File: src/rtl/mc_pkg.sv
// Shared encodings for the multi-cycle MIPS control unit: opcodes, funct codes,
// state encoding, datapath select encodings and the instruction-class bit positions.
package mc_pkg;

    localparam logic [5:0] OP_RTYPE = 6'b000000;
    localparam logic [5:0] OP_ORI   = 6'b001101;
    localparam logic [5:0] OP_LW    = 6'b100011;
    localparam logic [5:0] OP_SW    = 6'b101011;
    localparam logic [5:0] OP_BEQ   = 6'b000100;
    localparam logic [5:0] OP_LUI   = 6'b001111;
    localparam logic [5:0] OP_J     = 6'b000010;
    localparam logic [5:0] OP_JAL   = 6'b000011;

    localparam logic [5:0] FN_ADD  = 6'b100000;
    localparam logic [5:0] FN_SUB  = 6'b100010;
    localparam logic [5:0] FN_SLL  = 6'b000000;
    localparam logic [5:0] FN_SLLV = 6'b000100;
    localparam logic [5:0] FN_SLT  = 6'b101010;
    localparam logic [5:0] FN_JR   = 6'b001000;

    typedef enum logic [2:0] {
        ST_FETCH  = 3'd0,
        ST_DECODE = 3'd1,
        ST_EXEC   = 3'd2,
        ST_MEM    = 3'd3,
        ST_WB     = 3'd4
    } state_t;

    localparam logic [1:0] PC_PLUS4  = 2'd0;
    localparam logic [1:0] PC_BRANCH = 2'd1;
    localparam logic [1:0] PC_JUMP   = 2'd2;
    localparam logic [1:0] PC_GPR    = 2'd3;

    localparam logic [2:0] ALU_ADD  = 3'd0;
    localparam logic [2:0] ALU_SUB  = 3'd1;
    localparam logic [2:0] ALU_OR   = 3'd2;
    localparam logic [2:0] ALU_SLL  = 3'd3;
    localparam logic [2:0] ALU_SLLV = 3'd4;
    localparam logic [2:0] ALU_SLT  = 3'd5;
    localparam logic [2:0] ALU_LUI  = 3'd6;

    localparam logic [1:0] SRCB_RT   = 2'd0;
    localparam logic [1:0] SRCB_ZEXT = 2'd1;
    localparam logic [1:0] SRCB_SEXT = 2'd2;

    localparam logic [1:0] DST_RT = 2'd0;
    localparam logic [1:0] DST_RD = 2'd1;
    localparam logic [1:0] DST_RA = 2'd2;

    localparam logic [1:0] M2R_ALU = 2'd0;
    localparam logic [1:0] M2R_MEM = 2'd1;
    localparam logic [1:0] M2R_PC  = 2'd2;

    localparam int CLS_W       = 10;
    localparam int CLS_ALU     = 0;
    localparam int CLS_ORI     = 1;
    localparam int CLS_LUI     = 2;
    localparam int CLS_LW      = 3;
    localparam int CLS_SW      = 4;
    localparam int CLS_BEQ     = 5;
    localparam int CLS_J       = 6;
    localparam int CLS_JAL     = 7;
    localparam int CLS_JR      = 8;
    localparam int CLS_ILLEGAL = 9;

endpackage

File: src/rtl/mc_decode.sv
// Combinational instruction classifier: one-hot class vector plus the ALU
// operation implied by an R-type funct field.
module mc_decode
    import mc_pkg::*;
(
    input  logic [5:0]       opcode,
    input  logic [5:0]       func,
    output logic [CLS_W-1:0] cls,
    output logic [2:0]       rtype_alu_op
);

    // Classify opcode/funct; anything unrecognised is marked illegal.
    always_comb begin
        cls          = '0;
        rtype_alu_op = ALU_ADD;
        case (opcode)
            OP_RTYPE: begin
                case (func)
                    FN_ADD:  begin cls[CLS_ALU] = 1'b1; rtype_alu_op = ALU_ADD;  end
                    FN_SUB:  begin cls[CLS_ALU] = 1'b1; rtype_alu_op = ALU_SUB;  end
                    FN_SLL:  begin cls[CLS_ALU] = 1'b1; rtype_alu_op = ALU_SLL;  end
                    FN_SLLV: begin cls[CLS_ALU] = 1'b1; rtype_alu_op = ALU_SLLV; end
                    FN_SLT:  begin cls[CLS_ALU] = 1'b1; rtype_alu_op = ALU_SLT;  end
                    FN_JR:   cls[CLS_JR]      = 1'b1;
                    default: cls[CLS_ILLEGAL] = 1'b1;
                endcase
            end
            OP_ORI:  cls[CLS_ORI]     = 1'b1;
            OP_LUI:  cls[CLS_LUI]     = 1'b1;
            OP_LW:   cls[CLS_LW]      = 1'b1;
            OP_SW:   cls[CLS_SW]      = 1'b1;
            OP_BEQ:  cls[CLS_BEQ]     = 1'b1;
            OP_J:    cls[CLS_J]       = 1'b1;
            OP_JAL:  cls[CLS_JAL]     = 1'b1;
            default: cls[CLS_ILLEGAL] = 1'b1;
        endcase
    end

endmodule

File: src/rtl/mc_controller.sv
// Multi-cycle control FSM for the MIPS core: sequences FETCH/DECODE/EXEC/MEM/WB,
// drives datapath enables and selects, and counts retired instructions.
module mc_controller
    import mc_pkg::*;
#(
    parameter int CNT_W = 32
) (
    input  logic             clk,
    input  logic             reset,
    input  logic [5:0]       Opcode,
    input  logic [5:0]       Func,
    input  logic             Zero,
    output logic             PCWrite,
    output logic             IRWrite,
    output logic             RegWrite,
    output logic             MemWrite,
    output logic [1:0]       PCSrc,
    output logic [2:0]       ALUOp,
    output logic [1:0]       ALUSrcB,
    output logic [1:0]       RegDst,
    output logic [1:0]       MemToReg,
    output logic             instr_done,
    output logic [CNT_W-1:0] instr_count,
    output logic [2:0]       state
);

    state_t             state_q, state_d;
    logic [CNT_W-1:0]   instr_count_q, instr_count_d;
    logic [CLS_W-1:0]   cls_s;
    logic [2:0]         rtype_alu_op_s;
    logic               pc_write_s, ir_write_s, reg_write_s, mem_write_s;

    mc_decode u_decode (
        .opcode       (Opcode),
        .func         (Func),
        .cls          (cls_s),
        .rtype_alu_op (rtype_alu_op_s)
    );

    // Next-state and raw (ungated) control outputs from state and decoded class.
    always_comb begin
        state_d     = state_q;
        pc_write_s  = 1'b0;
        ir_write_s  = 1'b0;
        reg_write_s = 1'b0;
        mem_write_s = 1'b0;
        PCSrc       = PC_PLUS4;
        ALUOp       = ALU_ADD;
        ALUSrcB     = SRCB_RT;
        RegDst      = DST_RT;
        MemToReg    = M2R_ALU;
        case (state_q)
            ST_FETCH: begin
                ir_write_s = 1'b1;
                pc_write_s = 1'b1;
                state_d    = ST_DECODE;
            end
            ST_DECODE: begin
                if (cls_s[CLS_J]) begin
                    pc_write_s = 1'b1;
                    PCSrc      = PC_JUMP;
                    state_d    = ST_FETCH;
                end else if (cls_s[CLS_JAL]) begin
                    pc_write_s  = 1'b1;
                    PCSrc       = PC_JUMP;
                    reg_write_s = 1'b1;
                    RegDst      = DST_RA;
                    MemToReg    = M2R_PC;
                    state_d     = ST_FETCH;
                end else if (cls_s[CLS_JR]) begin
                    pc_write_s = 1'b1;
                    PCSrc      = PC_GPR;
                    state_d    = ST_FETCH;
                end else if (cls_s[CLS_ILLEGAL]) begin
                    state_d = ST_FETCH;
                end else begin
                    state_d = ST_EXEC;
                end
            end
            ST_EXEC: begin
                // Zero only gates the branch write; the next state never depends on it.
                if (cls_s[CLS_BEQ]) begin
                    ALUOp      = ALU_SUB;
                    PCSrc      = PC_BRANCH;
                    pc_write_s = Zero;
                    state_d    = ST_FETCH;
                end else if (cls_s[CLS_LW] | cls_s[CLS_SW]) begin
                    ALUSrcB = SRCB_SEXT;
                    state_d = ST_MEM;
                end else if (cls_s[CLS_ORI]) begin
                    ALUOp   = ALU_OR;
                    ALUSrcB = SRCB_ZEXT;
                    state_d = ST_WB;
                end else if (cls_s[CLS_LUI]) begin
                    ALUOp   = ALU_LUI;
                    ALUSrcB = SRCB_ZEXT;
                    state_d = ST_WB;
                end else begin
                    ALUOp   = rtype_alu_op_s;
                    state_d = ST_WB;
                end
            end
            ST_MEM: begin
                if (cls_s[CLS_SW]) begin
                    mem_write_s = 1'b1;
                    state_d     = ST_FETCH;
                end else begin
                    state_d = ST_WB;
                end
            end
            ST_WB: begin
                reg_write_s = 1'b1;
                RegDst      = cls_s[CLS_ALU] ? DST_RD : DST_RT;
                MemToReg    = cls_s[CLS_LW] ? M2R_MEM : M2R_ALU;
                state_d     = ST_FETCH;
            end
            default: state_d = ST_FETCH;
        endcase
    end

    assign PCWrite    = pc_write_s  & ~reset;
    assign IRWrite    = ir_write_s  & ~reset;
    assign RegWrite   = reg_write_s & ~reset;
    assign MemWrite   = mem_write_s & ~reset;
    assign instr_done = (state_d == ST_FETCH) & ~reset;

    // Retired-instruction counter, wraps naturally at 2^CNT_W.
    always_comb begin
        instr_count_d = instr_count_q + (instr_done ? CNT_W'(1) : CNT_W'(0));
    end

    // State and counter registers with synchronous reset.
    always_ff @(posedge clk) begin
        if (reset) begin
            state_q       <= ST_FETCH;
            instr_count_q <= '0;
        end else begin
            state_q       <= state_d;
            instr_count_q <= instr_count_d;
        end
    end

    assign instr_count = instr_count_q;
    assign state       = state_q;

endmodule
File: config.mk
export PLATFORM = sky130hd
export DESIGN_NAME = mc_controller
export DESIGN_NICKNAME = d
export VERILOG_FILES = /design/src/rtl/mc_pkg.sv /design/src/rtl/mc_decode.sv /design/src/rtl/mc_controller.sv
export SDC_FILE = /design/constraint.sdc
export NUM_CORES = 1
export LEC_CHECK = 0
export ABC_AREA = 0
export CAP_MARGIN = 20
export CORE_ASPECT_RATIO = 0.6
export CORE_UTILIZATION = 30
export CTS_BUF_LIST = sky130_fd_sc_hd__clkbuf_4
export CTS_CLUSTER_SIZE = 16
export DETAILED_ROUTE_END_ITERATION = 16
export PLACE_DENSITY = 0.55
export REMOVE_ABC_BUFFERS = 1
export SKIP_LAST_GASP = 1
export SLEW_MARGIN = 20
export SYNTH_ARGS = -nofsm -noshare
export SYNTH_HDL_FRONTEND = slang
export SYNTH_HIERARCHICAL = 1
export SYNTH_SLANG_ARGS = --single-unit
File: constraint.sdc
create_clock -name clk -period 5.7 [get_ports clk]
set_input_delay 1.14 -clock clk [delete_from_list [all_inputs] [get_ports clk]]
set_output_delay 1.14 -clock clk [all_outputs]
set_load 0.03 [all_outputs]
Word-level counts from Yosys, hierarchy flattened

Index checks and enable logic that the tools add are counted.

Register bits after elaboration: 35
Word-level logic and storage cells: 89
Output and inout port bits: 51
Bits of input ports: 15

Add/subtract/negate cells: 1
Multiplexer cells: 56
Equal/unequal tests: 16
Reductions and logical operators: 7
Bitwise logic cells: 7

Operators by type and width:

| operator                                                               | number |
|---|---|
| 32-bit by 1-bit adder with 32-bit output                               | 1 |
| 6-bit equality test (second input constant)                            | 5 |
| 1-bit two-way mux                                                      | 27 |
| 3-bit two-way mux                                                      | 9 |
| 2-bit two-way mux                                                      | 12 |
| 3-bit one-hot mux with 4 select lines                                  | 2 |
| 6-bit by 4-bit equality test with 1-bit output (second input constant) | 3 |
| 6-bit by 2-bit equality test with 1-bit output (second input constant) | 2 |
| 6-bit by 3-bit equality test with 1-bit output (second input constant) | 2 |
| 6-bit zero test                                                        | 2 |
| 2-bit one-hot mux with 2 select lines                                  | 3 |
| 7-bit OR reduction                                                     | 1 |
| 3-bit by 2-bit equality test with 1-bit output (second input constant) | 2 |
| 3-bit zero test                                                        | 2 |
| 6-bit OR reduction                                                     | 1 |
| 1-bit AND                                                              | 5 |
| 5-bit OR reduction                                                     | 1 |
| 1-bit one-hot mux with 2 select lines                                  | 2 |
| 3-bit by 1-bit equality test with 1-bit output (second input constant) | 1 |
| 3-bit equality test (second input constant)                            | 1 |
| 1-bit one-hot mux with 3 select lines                                  | 1 |
| 1-bit inverter                                                         | 1 |
| 1-bit bitwise OR                                                       | 1 |

Depth between registers and ports, before layout

Gate-level depths: netlist of the first run.

Word-level depth: 13
Mapped depth: 15
Gate-level depth less buffers: 13

Cells and area by module

Netlist of the first run, hierarchy kept.

Modules (own cells, without submodules):

| module        | times used | area each (sq um) | sequential area each (sq um) | cells each |
|---|---|---|---|---|
| mc_controller | 1          | 1804.2            | 700.7                        | 221 |
| mc_decode     | 1          | 280.3             | 0.0                          | 40 |

Worst setup path before layout of the first run

Ideal clock, no wire load.

Path kind: in2reg
Start: in Opcode[3]
End: reg instr_count_q[24], in the netlist instr_count[24]
Arrival: 5.190 ns
Cell stages on the path: 15
Buffers on the path: 2
Setup slack: 0.440 ns
Path through: buf_6 -> nor4_4 -> nand3_2 -> nor3_1 -> or3_1 -> or3_1 -> a21oi_1 -> nor4_1 -> ha_1 -> ha_1 -> nand4_2 -> or3_4 -> buf_6 -> or4_1 -> a21oi_1

Elaborated cells on any way between the ends: 29
Those cells by class: 1 x add/sub; 7 x eq/ne; 16 x mux; 2 x bitwise; 3 x reduce/logical

RTL lines:

| element                                  | RTL line             | text |
|---|---|---|
| start, declared                          | mc_controller.sv:10  | `input logic [5:0] Opcode,` |
| 6-bit zero test                          | mc_decode.sv:16      | `case (opcode)` |
| 1-bit two-way mux                        | mc_decode.sv:16      |  |
| via cls_s[8]                             | mc_controller.sv:29  | `logic [CLS_W-1:0] cls_s;` |
| 2-bit two-way mux                        | mc_controller.sv:70  | `end else if (cls_s[CLS_JR]) begin` |
| 2-bit two-way mux                        | mc_controller.sv:63  | `end else if (cls_s[CLS_JAL]) begin` |
| 2-bit two-way mux                        | mc_controller.sv:59  | `if (cls_s[CLS_J]) begin` |
| 3-bit one-hot mux with 4 select lines    | mc_controller.sv:52  | `case (state_q)` |
| 3-bit zero test                          | mc_controller.sv:125 | `assign instr_done = (state_d == ST_FETCH) & ~reset;` |
| 1-bit AND                                | mc_controller.sv:125 |  |
| via instr_done                           | mc_controller.sv:22  | `output logic instr_done,` |
| 1-bit two-way mux                        | mc_controller.sv:129 | `instr_count_d = instr_count_q + (instr_done ? CNT_W'(1) : CNT_W'(0));` |
| 32-bit by 1-bit adder with 32-bit output | mc_controller.sv:129 |  |
| end signal, assigned                     | mc_controller.sv:139 | `instr_count_q <= instr_count_d;` |
| end, declared                            | mc_controller.sv:28  | `logic [CNT_W-1:0] instr_count_q, instr_count_d;` |

The timed path passes the listed nets, and every way through them passes these cells.
A chain may end at the register's enable or synchronous reset.

Worst setup path in the final report of the first run

Start: in Opcode[3]
End: out instr_done

Elaborated cells on any way between the ends: 27
Those cells by class: 7 x eq/ne; 15 x mux; 2 x bitwise; 3 x reduce/logical

RTL lines:

| element                               | RTL line |
|---|---|
| 6-bit zero test                       | mc_decode.sv:16 |
| 1-bit two-way mux                     | mc_decode.sv:16 |
| via cls_s[8]                          | mc_controller.sv:29 |
| 2-bit two-way mux                     | mc_controller.sv:70 |
| 2-bit two-way mux                     | mc_controller.sv:63 |
| 2-bit two-way mux                     | mc_controller.sv:59 |
| 3-bit one-hot mux with 4 select lines | mc_controller.sv:52 |
| 3-bit zero test                       | mc_controller.sv:125 |
| 1-bit AND                             | mc_controller.sv:125 |
| end, declared                         | mc_controller.sv:22 |

The timed path passes the listed nets, and every way through them passes these cells.

==> impl_metrics.py, run 1 <==
metrics = {
    "run_status": {
        "status": "finished, final reports clean",
    },
    "critical_path": {
        "worst_setup_path_end_kind": "output port",
        "required_ns": 4.56,
        "cpPeakStageDelay_ns": 0.77,
        "crit_buf_inv": 2,
        "path_cells": "clkdlybuf4s50_1 > nor4_4 > nand3_2 > nor3_1 > or3_1 > or3_1 > a21oi_1 > nor4_1 > clkdlybuf4s50_1",
        "timing.rr.start": "state[1]$_SDFF_PP0_",
        "slowest_stage": "clkdlybuf4s50_1",
        "path_max_fanout": 9,
        "critical_path_class": "in2out",
        "cp-start-kind": "input port",
        "critPathTopFamily": "simple AND/OR/NAND/NOR gates",
        "reg2reg_setup_slack_ns": 2.36,
        "critPathArrivalTime_ns": 4.09,
        "reg2reg_depth": 10,
        "timing.rr.end": "instr_count[26]$_SDFF_PP0_",
    },
    "route": {
        "vias": 2161,
        "drtIter0Drc": 187,
        "dr.pass1.iters": 4,
        "drtAntennaViolNets": 0,
        "totalWireLength_um": 5890,
        "viasPerCell": 5.28,
        "routedWlPerCell_um": 14.4,
        "drc": 0,
    },
    "synth": {
        "synth_cell_type_count": 45,
        "ys_seq_area_share_pct": 33.6,
        "syn_avg_cell_area_um2": 7.99,
        "ys.flop_type": "dfxtp_1",
        "netlist.top_cell.by_area": "dfxtp_1",
        "yosys.area.top_type_share_pct": 33.6,
        "synth-seq-cells": 35,
        "ys_top_cells_by_area": "dfxtp_1 34%, nor2_1 6.8%, xnor2_1 4.6%, a21oi_1 4.1%, o31ai_1 4.0%",
        "syn_area_mm2": 0.00208,
        "async_flop_share_pct": 0,
        "syn-instance-count": 261,
        "yosysWarnings": 6,
        "synth_edf_count": 0,
    },
    "clock_network": {
        "cts_resized": 0,
        "insertion_delay_ns": 0.34,
        "cts_max_path_buffers": 2,
        "cts_tree": "done",
        "cts-root-buf": "clkbuf_4",
        "hold_buffers": 0,
        "htree_levels": 2,
        "clkSinkCount": 35,
        "numCtsBuffers": 5,
        "postCtsSetupRepairBufs": 0,
        "clk_pin_slew_worst_paths_ns": 0.10,
    },
    "final_layout": {
        "drive_above_1_share_pct": 5.28,
        "fin_area_mm2": 0.00283,
        "diodes": 0,
        "layout_common_cells": "65 x clkdlybuf4s50_1, 38 x nor2_1, 35 x dfxtp_1",
        "syn_to_final_growth_pct": 35.8,
        "fin_cells": 409,
        "layout_commonest_cell": "clkdlybuf4s50_1",
        "multi_input_area_mm2": 0.00128,
        "regArea_um2": 701,
        "utilization_pct": 42.2,
        "final_nets": 338,
        "nFillCells": 679,
    },
    "floorplanning": {
        "start_util_pct": 31.1,
        "num_io_pins": 66,
        "row_count": 23,
        "die_area_mm2": 0.00730,
        "die-width_um": 110,
        "coreArea_mm2": 0.00671,
        "die_y_um": 66.6,
    },
    "worst_hold_path": {
        "worstHoldStart": "instr_count[17]$_SDFF_PP0_",
        "holdPathEnd": "instr_count[17]$_SDFF_PP0_",
        "min_delay_path_depth": 2,
        "hp-class": "reg2reg",
    },
    "sta": {
        "slew-limit-headroom_pct": 61.7,
        "slew_viol_final": 0,
        "finalSetupViolations": 0,
        "worst_pin_slew_ns": 0.570,
        "finalCritPeriodShare_pct": 91.8,
        "hold_violations": 0,
        "clock.fmax_mhz": 191,
        "fin_setup_tns_ns": 0,
        "finalCriticalPeriod_ns": 5.23,
        "clock_skew_ns": 0.00392,
        "rsz0062_at_grt": "false",
        "whs_ns": 0.517,
    },
    "job": {
        "cap_violations": 0,
    },
    "pwr": {
        "p_leak_nw": 0.844,
        "intPower_mw": 0.319,
        "net-switching-power_mw": 0.118,
        "swShare_pct": 27.0,
        "p_comb_share_pct": 12.0,
        "p_clk_share_pct": 31.0,
        "ir_worst_vdd_mv": 0.0590,
        "pwr-share-seq_pct": 57.0,
        "p_per_area_mw_per_mm2": 155,
    },
    "global_route": {
        "grt_pass1_vias": 1882,
        "overflow": 0,
        "grt_first_pass_wirelength_um": 9540,
        "antenna_found_initial": 0,
        "grt_start_max_net_pins": 41,
        "grt_usage_pct": 17.5,
    },
    "placement": {
        "dp_hpwl_um": 4450,
        "io_buffers": 65,
        "routabilityCongestion": 0.803,
        "placed_cells": 401,
        "dpl_cell_area_mm2": 0.00278,
    },
}
-- final cells by class --
type                            instances  share of cell area (%)
Clock inverter                          2                   0.265
Clock buffer                            6                    1.59
Tap cell                               87                    3.84
Sequential cell                        35                    24.7
Timing Repair Buffer                   67                    23.5
Inverter                                7                   0.928
Multi-Input combinational cell        205                    45.1
-- worst max-delay path by stage --
stage / slack [ns] / from / cells past startpoint / to
finish: 0.47 / Opcode[3] / 9 / instr_done
global route: 0.24 / Opcode[3] / 9 / instr_done
CTS: 0.49 / Opcode[3] / 9 / instr_done
detailed placement: 0.41 / Opcode[3] / 14 / instr_count[28]$_SDFF_PP0_
global placement: 0.58 / Opcode[0] / 8 / instr_done
floorplan: 0.53 / Opcode[5] / 6 / RegWrite
-- synthesized netlist by cell type, types with 3 or more instances --
master    instances
xor2_1            3
nand4_1           8
buf_6             3
nor3b_1           4
xnor2_1          11
dfxtp_1          35
or4_1            11
nand2_1          14
nor3_1           12
nand2b_1          3
inv_1             7
nor2_1           38
nor4_1           10
and2_1            3
nor2b_1           5
clkbuf_1          9
nand3_1          12
a21oi_1          17
o31ai_1          11
or3_1             7
nor4b_1           4
o21ai_1           4
and4_1            3
-- layer usage --
layer / GRT usage [%] / up-vias / routed length, µm
met5: 0 / - / 0
met4: 5.00 / 0 / 64
met3: 4.60 / 8 / 321
met2: 22.7 / 62 / 2230
met1: 27.0 / 1008 / 3270
li1: - / 1083 / -
-- worst min-delay path, delay by kind of cell (launching register included) --
family / cells / cell delay [ns]
flops: 1 / 0.35
compound gates: 2 / 0.14
-- flip-flops by register name, indices dropped and copies added, names as in the netlist --
signal and flops:
state 3, instr_count 32
-- through the flow --
step	setup slack, ns	power [mW]
2_1_floorplan	0.530	0.276
6_report	0.468	0.438
4_1_cts	0.489	0.442
3_3_place_gp	0.580	0.308
3_5_place_dp	0.409	0.307
5_1_grt	0.243	0.458
-- kinds of logic (layout without fill, tap and decap cells) --
kind of cell               count (synthesis)  count (layout)  synth area share (%)
muxes                                      3               3                  1.56
AOI/OAI and AO/OA                         39              39                  12.0
buffers and inverters                     21              82                  5.10
DFF                                       35              35                  33.6
xor gates and xnor gates                  14              14                  5.88
and+or+nand+nor                          147             147                  40.6
adders and majority gates                  2               2                  1.20
-- power by group through the flow --
stage | clock network (mW) | registers [mW] | logic [mW]
after floorplan | 0 | 0.257 | 0.0185
after global placement | 0 | 0.255 | 0.0526
after detailed placement | 0 | 0.255 | 0.0520
after CTS | 0.140 | 0.249 | 0.0522
after global routing | 0.151 | 0.250 | 0.0568
final | 0.136 | 0.250 | 0.0524
Note: power is estimated with default switching activity, not from simulation.
==> run 2: changes to the inputs <==
--- a/config.mk
+++ b/config.mk
@@ -6,7 +6,6 @@
 export NUM_CORES = 1
 export LEC_CHECK = 0
 export ABC_AREA = 0
-export CAP_MARGIN = 20
 export CORE_ASPECT_RATIO = 0.6
 export CORE_UTILIZATION = 30
 export CTS_BUF_LIST = sky130_fd_sc_hd__clkbuf_4
==> results of run 2 <==
Same layout as run 1: the final DEF is identical, and so are final timing and power.
==> run 3: changes to the inputs <==
--- a/config.mk
+++ b/config.mk
@@ -6,6 +6,7 @@
 export NUM_CORES = 1
 export LEC_CHECK = 0
 export ABC_AREA = 0
+export ABC_CLOCK_PERIOD_IN_PS = 5700
 export CORE_ASPECT_RATIO = 0.6
 export CORE_UTILIZATION = 30
 export CTS_BUF_LIST = sky130_fd_sc_hd__clkbuf_4
==> results of run 3 <==
Same layout as run 1: the final DEF is identical, and so are final timing and power.
